<file path="src/rtl/key_event_if.sv">
// Keypad/CPU signal bundle for key_event: raw matrix in, debounced keys and
// the wait-for-key handshake out.
interface key_event_if;
  // wait_req is a level the CPU raises and holds; the block answers with a
  // single-cycle wait_ack (key_index valid in that cycle). The CPU drops
  // wait_req afterwards, and no second ack issues until it is raised again.
  logic [15:0] raw_keys;
  logic [15:0] keys;
  logic [3:0]  key_query;
  logic        key_pressed;
  logic        wait_req;
  logic        wait_ack;
  logic [3:0]  key_index;
  logic [2:0]  state_dbg;

  modport master (
    output raw_keys, key_query, wait_req,
    input  keys, key_pressed, wait_ack, key_index, state_dbg
  );

  modport slave (
    input  raw_keys, key_query, wait_req,
    output keys, key_pressed, wait_ack, key_index, state_dbg
  );
endinterface

</file>
<file path="src/rtl/key_event.sv">
// 16-key debouncer with wait-for-key-press handshake.
// Define KEY_RELEASE_WAIT_EN to hold the ack until the chosen key is released.
module key_event #(
  parameter int unsigned DEBOUNCE_CYCLES = 4
) (
  input logic       clk,
  input logic       rst_n,
  key_event_if.slave bus
);

  localparam int unsigned CW = $clog2(DEBOUNCE_CYCLES + 1);
  localparam logic [CW-1:0] CNT_LAST = CW'(DEBOUNCE_CYCLES - 1);

  typedef enum logic [2:0] {
    S_IDLE    = 3'd0,
    S_ARMED   = 3'd1,
    S_RELEASE = 3'd2,
    S_ACK     = 3'd3,
    S_HOLD    = 3'd4
  } state_t;

  logic [CW-1:0] cnt [16];
  logic [15:0]   keys_q;
  logic [15:0]   keys_prev;
  logic [15:0]   press_ev;
  state_t        state;
  state_t        state_next;
  logic          latch_en;
  logic [3:0]    lowest_idx;
  logic [3:0]    key_index_q;
  logic          wait_ack_q;

  // A counter only advances while the raw bit disagrees with the debounced
  // bit; any agreeing sample restarts the run.
  always_ff @(posedge clk or negedge rst_n) begin
    if (!rst_n) begin
      keys_q <= '0;
      for (int i = 0; i < 16; i++) cnt[i] <= '0;
    end else begin
      for (int i = 0; i < 16; i++) begin
        if (bus.raw_keys[i] == keys_q[i]) begin
          cnt[i] <= '0;
        end else if (cnt[i] == CNT_LAST) begin
          cnt[i]    <= '0;
          keys_q[i] <= ~keys_q[i];
        end else begin
          cnt[i] <= cnt[i] + 1'b1;
        end
      end
    end
  end

  always_ff @(posedge clk or negedge rst_n) begin
    if (!rst_n) keys_prev <= '0;
    else        keys_prev <= keys_q;
  end

  assign press_ev = keys_q & ~keys_prev;

  // State register, plus the registered ack and latched key index.
  always_ff @(posedge clk or negedge rst_n) begin
    if (!rst_n) begin
      state       <= S_IDLE;
      wait_ack_q  <= 1'b0;
      key_index_q <= '0;
    end else begin
      state      <= state_next;
      wait_ack_q <= (state_next == S_ACK);
      if (latch_en) key_index_q <= lowest_idx;
    end
  end

  always_comb begin
    state_next = state;
    latch_en   = 1'b0;
    case (state)
      S_IDLE: begin
        if (bus.wait_req) state_next = S_ARMED;
      end
      S_ARMED: begin
        if (!bus.wait_req) begin
          state_next = S_IDLE;
        end else if (|press_ev) begin
          latch_en = 1'b1;
`ifdef KEY_RELEASE_WAIT_EN
          state_next = S_RELEASE;
`else
          state_next = S_ACK;
`endif
        end
      end
      S_RELEASE: begin
        if (!bus.wait_req)               state_next = S_IDLE;
        else if (!keys_q[key_index_q])   state_next = S_ACK;
      end
      S_ACK: begin
        state_next = bus.wait_req ? S_HOLD : S_IDLE;
      end
      S_HOLD: begin
        if (!bus.wait_req) state_next = S_IDLE;
      end
      default: state_next = S_IDLE;
    endcase
  end

  // Lowest-numbered press wins when several keys land on the same edge.
  always_comb begin
    lowest_idx = '0;
    for (int i = 15; i >= 0; i--) begin
      if (press_ev[i]) lowest_idx = 4'(i);
    end
  end

  always_comb begin
    bus.keys        = keys_q;
    bus.key_pressed = keys_q[bus.key_query];
    bus.wait_ack    = wait_ack_q;
    bus.key_index   = key_index_q;
    bus.state_dbg   = state;
  end

endmodule

</file>
<file path="src/flat_wrapper.sv">
// flat-port wrapper written by rule: the top's interface ports become plain ports
module key_event_flat 
#(
  parameter int unsigned DEBOUNCE_CYCLES = 4
)
  (clk, rst_n, bus_raw_keys, bus_key_query, bus_wait_req, bus_keys, bus_key_pressed, bus_wait_ack, bus_key_index, bus_state_dbg);
  key_event_if bus_i ();
  input logic clk;
  input logic rst_n;
  input wire logic [$bits(bus_i.raw_keys)-1:0] bus_raw_keys;
  input wire logic [$bits(bus_i.key_query)-1:0] bus_key_query;
  input wire logic [$bits(bus_i.wait_req)-1:0] bus_wait_req;
  output wire logic [$bits(bus_i.keys)-1:0] bus_keys;
  output wire logic [$bits(bus_i.key_pressed)-1:0] bus_key_pressed;
  output wire logic [$bits(bus_i.wait_ack)-1:0] bus_wait_ack;
  output wire logic [$bits(bus_i.key_index)-1:0] bus_key_index;
  output wire logic [$bits(bus_i.state_dbg)-1:0] bus_state_dbg;
  assign bus_i.raw_keys = bus_raw_keys;
  assign bus_i.key_query = bus_key_query;
  assign bus_i.wait_req = bus_wait_req;
  assign bus_keys = bus_i.keys;
  assign bus_key_pressed = bus_i.key_pressed;
  assign bus_wait_ack = bus_i.wait_ack;
  assign bus_key_index = bus_i.key_index;
  assign bus_state_dbg = bus_i.state_dbg;
  key_event #(.DEBOUNCE_CYCLES(DEBOUNCE_CYCLES)) u_core (.clk(clk), .rst_n(rst_n), .bus(bus_i));
endmodule
</file>
<file path="config.mk">
export PLATFORM = sky130hd
export DESIGN_NAME = key_event_flat
export DESIGN_NICKNAME = d
export VERILOG_FILES = /design/src/rtl/key_event_if.sv /design/src/rtl/key_event.sv /design/src/flat_wrapper.sv
export SDC_FILE = /design/constraint.sdc
export NUM_CORES = 1
export LEC_CHECK = 0
export ABC_AREA = 1
export CORE_AREA = 2 2 112 114
export CTS_CLUSTER_SIZE = 24
export DETAILED_ROUTE_END_ITERATION = 6
export DIE_AREA = 0 0 114 116
export PLACE_DENSITY = 0.55
export SYNTH_ARGS = -nofsm -noshare
export SYNTH_HDL_FRONTEND = slang
export SYNTH_SLANG_ARGS = --single-unit
</file>
<file path="constraint.sdc">
create_clock -name clk -period 2.5 [get_ports clk]
set_input_delay 0.375 -clock clk [delete_from_list [all_inputs] [get_ports clk]]
set_output_delay 0.375 -clock clk [all_outputs]
set_load 0.05 [all_outputs]
</file>
==> metrics list, run 1 <==
* WL met3: 306 um
* Main area contributors after synthesis: sky130_fd_sc_hd__dfrtp_1, sky130_fd_sc_hd__nand2_1, sky130_fd_sc_hd__ha_1, sky130_fd_sc_hd__inv_1, sky130_fd_sc_hd__xnor2_1
- Among all flip-flop cells after synthesis, the most frequent one is sky130_fd_sc_hd__dfrtp_1.
* First-pass GRT wire length: 13280 um
- In this run the remaining antenna-violating nets after routing total 0.
- The pre-antenna-repair detailed-routing pass consisted of 4 iterations.
- Number of flip-flops and latches in the synthesized netlist: 88
- The worst setup path is of the input port to output pin kind.
* Maximum vdd ir drop: 0.7625 mV
* Hold-fix buffers, CTS: 0
- Data arrival time at the worst-slack endpoint: 1.86 ns
- In this run, the number of DRC markers left after iteration 0 of detailed routing was 116.
- Fmax: 447.9 MHz
- Number of buffers added by the clock tree synthesis step: 9
* List of most frequent post-synthesis cells: sky130_fd_sc_hd__dfrtp_1, sky130_fd_sc_hd__nand2_1, sky130_fd_sc_hd__inv_1, sky130_fd_sc_hd__nor2_1, sky130_fd_sc_hd__a21oi_1
- In this run the number of H-tree levels came out at 3.
- The slowest stage of the critical path is the sky130_fd_sc_hd__clkdlybuf4s50_1 cell.
* Worst Setup Start Kind: input port
* Clock tree from TritonCTS: done
- CP required: 2.12 ns
* Kind of capture point of the worst setup path: output pin
* Library cell occupying the most area in the post-synthesis netlist: sky130_fd_sc_hd__dfrtp_1
- Area fraction of the dominant cell type after synthesis: 56.99%
- Along the worst path, the maximum fanout reaches 16.
- The clock passes through at most 2 buffers.
* Transition time of the tightest slew-check pin: 0.5407 ns
- Routed metal-1 wirelength: 3366 um
- Yosys mapped the design onto 27 distinct sky130hd cell types.
- Wire segments on met2 add up to 3606 um in the final route.
* Standard-cell row count: 40
* Post-Synthesis Cells: 391
- From synthesis to final layout, the design area changed by 26.13%.
- Number of global-route vias before repair: 2761
- The final layout contains 488 nets.
- For the finished layout, the period the worst path requires is 2.233 ns.
- Area of the core region: 11910 um2
* Crit path cell chain: clkdlybuf4s50_1 > a21oi_1 > o21ai_0 > nand3_1 > nand2_1 > o21ai_1 > buf_12
- The number of nets in the synthesized netlist is 430.
* Cell area after technology mapping: 3864 um2
* Final Max Tran Viols: 0
- Setup violations remaining at the end of the flow were counted as 0.
- For this design, the sink count on the clock tree is 88.
- Leftover overflow at the end of global routing: 0
* Headroom to the max-slew limit: 63.62%
* Status: finished, final reports clean
- Counting flops with a built-in enable in the synthesized netlist gives 0.
- Dividing the final minimum period by the clock period gives 89.31%.
* Count of cells resized by post-cts repair: 0
- Library cell used as clock root buffer: sky130_fd_sc_hd__clkbuf_16
- Clock-pin slew was measured on the worst setup and hold paths at 0.06 ns.
* Final Worst Setup Slack: 0.2674 ns
* Worst Clk Skew: 0.005510 ns
* Syn Area/Cell: 9.882 um2
- After detailed routing, the average wire length per cell comes to 12.37 um.
* Routability Congestion: 0.7334
- Reg-to-reg setup timing slack: 0.93 ns
* Worst path buffer plus inverter count: 2
* Number of remaining DRC errors: 0
- For this design the top-level I/O count stands at 48.
* RSZ-0062 raised after global routing: false
- Crit path max-delay family: buffers and inverters
- The largest single stage delay on the critical path is 0.62 ns.
- Leading cell type by number of instances after synthesis: sky130_fd_sc_hd__dfrtp_1
- Horizontal extent of the die: 114 um
- Proportion of layout cells with a drive suffix above 1: 11.23%
* Post-Place Worst Slack: 0.2594 ns
* Power density over cell area: 1369 nW/um2
* Sequential share of the synthesized area: 56.99%
* Postcts setup bufs: 0
- Entering global routing, the biggest net connects 50 pins.
- Ant. Diodes: 0
* Total wire length after detailed routing: 7434 um
- Summed over all failing endpoints, the final setup total negative slack is 0 ns.
- During synthesis, Yosys emitted a total of 0 warnings.
* Worst min-delay path class: input port to async pin
* Total die area: 13220 um2
- Highest routed metal layer: met4
* Final count of hold timing violations: 0
- After synthesis, the share of flip-flops with an asynchronous set or reset is 100.0%.
* Clk Latency, worst-skew pair: 0.34 ns
* Overall die height: 116 um
* PortBufs: 47
- The number of antenna violations at the first check in global routing came to 0.
- Per-cell via count in the routed design: 4.547
* Initial cell density of the core: 32.44%
* Count of max-cap constraint violations: 0
- Post-DP HPWL: 5610 um
* Routed vias: 2733
- Static Leakage: 2.245 nW
- GR Util All Layers: 13.10%
-- stage by stage --
step           hold slack [ns]  utilization [%]  area (um2)  std cells  power [mW]
4_1_cts                0.02043            40.91        4873        601       6.781
2_1_floorplan          0.07941                -        3864        391       4.366
5_1_grt                0.04451            40.91        4873        601       7.218
3_3_place_gp            0.3831            38.20        4551        585       5.229
6_report              0.008951            40.91        4873        601       6.671
3_5_place_dp            0.3860            38.20        4551        585       5.306
-- where the power goes --
group | switching, mW | internal, mW
logic | 1.77 | 1.08
registers | 0.435 | 1.94
clock network | 0.536 | 0.901
-- final timing paths --
kind / from / end / cells past startpoint
setup / recovery: bus_key_query[0] / bus_key_pressed / 7
hold / removal: rst_n / u_core.cnt[14] / 1
setup reg to reg: u_core.bus.keys[14] / u_core.bus.key_index[0] / 8
hold reg to reg: u_core.cnt[24] / u_core.cnt[24] / 1
max in group asynchronous: rst_n / u_core.cnt[41] / 2
min in group clk: u_core.cnt[24] / u_core.cnt[24] / 1
-- flip-flops by register name (all words and copies together), names as in the netlist --
name,flops
u_core.bus.keys,16
u_core.bus.wait_ack,1
u_core.bus.key_index,4
u_core.bus.state_dbg,3
u_core.cnt,48
u_core.keys_prev,16
-- layout make-up --
cell class                 instances  area (um2)
clock buffer                      11       242.7
clock inverter                     5       80.08
fill                            1176        7038
inverter                          50       187.7
multi-input combinational        249        1456
sequential                        88        2202
tap                              147       183.9
timing repair buffer              51       520.5
-- logic make-up (layout without fill, tap and decap cells) --
logic type	Yosys count	count (layout)	synth area share [%]
mux	7	7	2.040
buf+inv	54	117	5.311
compound gates	48	48	7.578
xor+xnor	16	16	3.627
fa+ha+maj	16	16	5.181
flops	88	88	56.99
simple gates	162	162	19.27
-- routing by layer --
layer	GRT usage, %	vias to the layer above
met1	16.19	1299
met5	0	-
met3	3.870	12
li1	-	1379
met2	21.31	43
met4	5.935	0
-- worst register-to-register path, stage by stage (launching register included) --
cell	delay, ns
sky130_fd_sc_hd__dfrtp_1	0.50
sky130_fd_sc_hd__nand2_2	0.14
sky130_fd_sc_hd__o21ai_2	0.09
sky130_fd_sc_hd__o41ai_4	0.36
sky130_fd_sc_hd__nand2_2	0.15
sky130_fd_sc_hd__inv_2	0.10
sky130_fd_sc_hd__nor2_2	0.03
sky130_fd_sc_hd__nand2_1	0.05
sky130_fd_sc_hd__nand2_1	0.04
-- cell usage in the layout (no fill, tap or decap), drive strengths merged --
cell,n
o211ai,6
nor3b,15
clkinvlp,2
nor3,17
nand3,11
clkbuf,11
dfrtp,88
xnor2,16
buf,6
nor2,37
or2,6
nor4,1
ha,16
clkdlybuf4s50,45
o21ai,19
inv,50
a31oi,1
o31ai,1
o41ai,1
a21oi,19
clkinv,1
mux2,7
nand2,75
o221ai,1
bufinv,2
Power figures use the tool's default switching activity.
==> inputs of run 2 (changes only) <==
--- a/config.mk
+++ b/config.mk
@@ -6,11 +6,12 @@
 export NUM_CORES = 1
 export LEC_CHECK = 0
 export ABC_AREA = 1
-export CORE_AREA = 2 2 112 114
+export CORE_AREA = 2 2 117 119
 export CTS_CLUSTER_SIZE = 24
 export DETAILED_ROUTE_END_ITERATION = 6
-export DIE_AREA = 0 0 114 116
-export PLACE_DENSITY = 0.55
+export DIE_AREA = 0 0 119 121
+export GPL_ROUTABILITY_DRIVEN = 0
+export PLACE_DENSITY = 0.52
 export SYNTH_ARGS = -nofsm -noshare
 export SYNTH_HDL_FRONTEND = slang
 export SYNTH_SLANG_ARGS = --single-unit
==> constraint.sdc (replaced) <==
create_clock -name clk -period 2.7 [get_ports clk]
set_input_delay 0.405 -clock clk [delete_from_list [all_inputs] [get_ports clk]]
set_output_delay 0.405 -clock clk [all_outputs]
set_load 0.05 [all_outputs]
==> metrics list, run 2 (same netlist as run 1, synthesis figures left out) <==
- Design area: 4861 um2 (was 4873 um2)
- Setup CP Type: input port to output pin (unchanged)
- Final count of hold timing violations: 0 (unchanged)
- The setup TNS after final layout came to 0 ns (unchanged).
- PortBufs: 47 (unchanged)
- The maximum level of the CTS H-tree was 3 (unchanged).
* Maximum vdd ir drop: 0.4469 mV (was 0.7625 mV)
- Hold-fix buffers, CTS: 0 (unchanged)
- The worst path uses 87.50% of the clock period.
- The routed length per instance is 12.28 um (was 12.37 um).
- Status: finished, final reports clean (unchanged).
- Number of remaining DRC errors: 0 (unchanged)
- Clk Latency, worst-skew pair: 0.34 ns (about the same)
* Library cell used as clock root buffer: sky130_fd_sc_hd__clkbuf_16 (unchanged)
- The total number of placement rows was 42 (was 40).
- The count of pins on the block boundary is 48 (unchanged).
- Total die area: 14400 um2 (was 13220 um2)
- Count of cells resized by post-cts repair: 0 (unchanged)
- Number of buffers added by the clock tree synthesis step: 9 (unchanged)
- CP required: 2.30 ns (was 2.12 ns)
- The largest register by flop count was u_core.cnt (unchanged).
* Area growth from synthesis to layout: 25.81% (was 26.13%)
* RSZ-0062 raised after global routing: false (unchanged)
* Transition time of the tightest slew-check pin: 0.5565 ns (was 0.5407 ns)
- Total chip power: 6.062 mW (was 6.671 mW)
- Max FO, Critical Path: 16 (unchanged)
- Worst Setup Start Kind: input port (unchanged)
* Drt initial violations: 84 (was 116)
* Bufs on Longest Clock Path: 2 (unchanged)
* Routed vias: 2687 (was 2733)
- Post-Place Worst Slack: 0.3406 ns (was 0.2594 ns)
- Number of filler cells placed in the layout: 1310 (was 1176)
- The effective utilization at floorplan came to 29.53% (was 32.44%).
- Leading cell types in the layout, fill and taps excluded: sky130_fd_sc_hd__dfrtp_1, sky130_fd_sc_hd__nand2_1, sky130_fd_sc_hd__clkdlybuf4s50_1 (unchanged)
* Total wire length after detailed routing: 7698 um (was 7434 um)
* Headroom to the max-slew limit: 62.56% (was 63.62%)
- The setup slack after layout was 0.3376 ns (was 0.2674 ns).
- The number of routed nets with antenna violations is 0 (unchanged).
- Cell Area, Placed: 4564 um2 (was 4551 um2)
- Number of clock sinks: 88 (unchanged)
- The static power due to leakage is 2.217 nW (was 2.245 nW).
* Number of global-route vias before repair: 2812 (was 2761)
- Final Max Tran Viols: 0 (unchanged)
* Clock tree from TritonCTS: done (unchanged)
* Horizontal extent of the die: 119 um (was 114 um)
* Ant. Diodes: 0 (unchanged)
* Power density over cell area: 1247 nW/um2 (was 1369 nW/um2)
- The largest clock skew in the final design was 0.006625 ns (was 0.005510 ns).
- The final-report setup violation count is 0 (unchanged).
- The share of post-route cells with drive strength above 1 came to 10.86% (was 11.23%).
* Overall die height: 121 um (was 116 um)
* Leftover overflow at the end of global routing: 0 (unchanged)
- The worst reg2reg path depth is 8 (unchanged).
- The post-layout net count came to 485 (was 488).
* Data arrival time at the worst-slack endpoint: 1.96 ns (was 1.86 ns)
- The number of iterations in the first detailed-routing pass came to 4 (unchanged).
- Area of the core region: 13090 um2 (was 11910 um2)
- The HPWL after detailed placement was 5769 um (was 5610 um).
- Most common library cell in the layout ignoring fill and taps: sky130_fd_sc_hd__dfrtp_1 (unchanged)
- Fmax: 423.3 MHz
* Antenna violations before repair: 0 (unchanged)
* Final Util: 37.15% (was 40.91%)
- Flip-flop count of the largest register after layout: 48 (unchanged)
* GR Util All Layers: 12.12% (was 13.10%)
- The max capacitance violation total was 0 (unchanged).
- First-pass GRT wire length: 13600 um (was 13280 um)
- Clock-pin slew on the worst setup and hold paths: 0.06 ns (about the same)
- Worst min-delay path class: input port to async pin (unchanged)
- The element type at the critical path end is an output pin (unchanged).
* Postcts setup bufs: 0 (unchanged)
- The routed design could run at a clock period as short as 2.362 ns.
- The pin count of the biggest net entering global routing came to 50 (unchanged).
- Per-cell via count in the routed design: 4.285 (was 4.547)
run 2: worst max-delay path, cell delays in order:
cell and delay [ns]:
sky130_fd_sc_hd__clkdlybuf4s50_1 0.62, sky130_fd_sc_hd__a21oi_1 0.22, sky130_fd_sc_hd__o21ai_0 0.10, sky130_fd_sc_hd__nand3_1 0.09, sky130_fd_sc_hd__nand2_1 0.05, sky130_fd_sc_hd__o21ai_0 0.28, sky130_fd_sc_hd__buf_12 0.18
run 2: path summary, 6_finish.rpt:
path / startpoint / slack (ns) / end
min: rst_n / 0.03 / u_core.cnt[20]
max reg2reg: u_core.bus.keys[12] / 1.12 / u_core.bus.key_index[0]
min reg2reg: u_core.cnt[21] / 0.43 / u_core.cnt[21]
max in group asynchronous: rst_n / 2.02 / u_core.keys_prev[3]
max: bus_key_query[0] / 0.34 / bus_key_pressed
min in group clk: u_core.cnt[21] / 0.43 / u_core.cnt[21]
run 2: where the power goes:
| group | total, mW | internal [mW] | leakage (nW) | switching (mW) |
|---|---|---|---|---|
| clock | 1.23 | 0.716 | 0.138 | 0.514 |
| combinational | 2.57 | 0.975 | 0.975 | 1.60 |
| sequential | 2.26 | 1.80 | 1.10 | 0.461 |
| total | 6.06 | 3.49 | 2.22 | 2.57 |
run 2: metrics by stage:
| step | cells | hold WS (ns) |
|---|---|---|
| global placement | 611 | 0.4133 |
| floorplan | 391 | 0.1094 |
| detailed placement | 611 | 0.4170 |
| global route | 627 | 0.07344 |
| finish | 627 | 0.03481 |
| CTS | 627 | 0.04674 |
run 2: area by class of cell:
cell class                 count  area [um2]  area share (%)
timing repair buffer          48       498.0           10.24
clock inverter                 7       71.32           1.467
inverter                      50       187.7           3.861
tap                          176       220.2           4.530
clock buffer                   9       225.2           4.633
sequential                    88        2202           45.30
multi-input combinational    249        1456           29.96
run 2: per-layer routing:
metal / track usage [%] / share of wire [%] / vias to the layer above
met2: 19.58 / 47 / 39
met3: 4.981 / 5.6 / 12
met5: 0 / 0 / -
li1: - / - / 1375
met1: 14.32 / 45 / 1261
met4: 4.985 / 2.2 / 0
==> inputs of run 3 (changes only) <==
--- a/config.mk
+++ b/config.mk
@@ -7,7 +7,6 @@
 export LEC_CHECK = 0
 export ABC_AREA = 1
 export CORE_AREA = 2 2 117 119
-export CTS_CLUSTER_SIZE = 24
 export DETAILED_ROUTE_END_ITERATION = 6
 export DIE_AREA = 0 0 119 121
 export GPL_ROUTABILITY_DRIVEN = 0
==> results of run 3 <==
Final layout, timing and power as in run 2 (identical DEF).
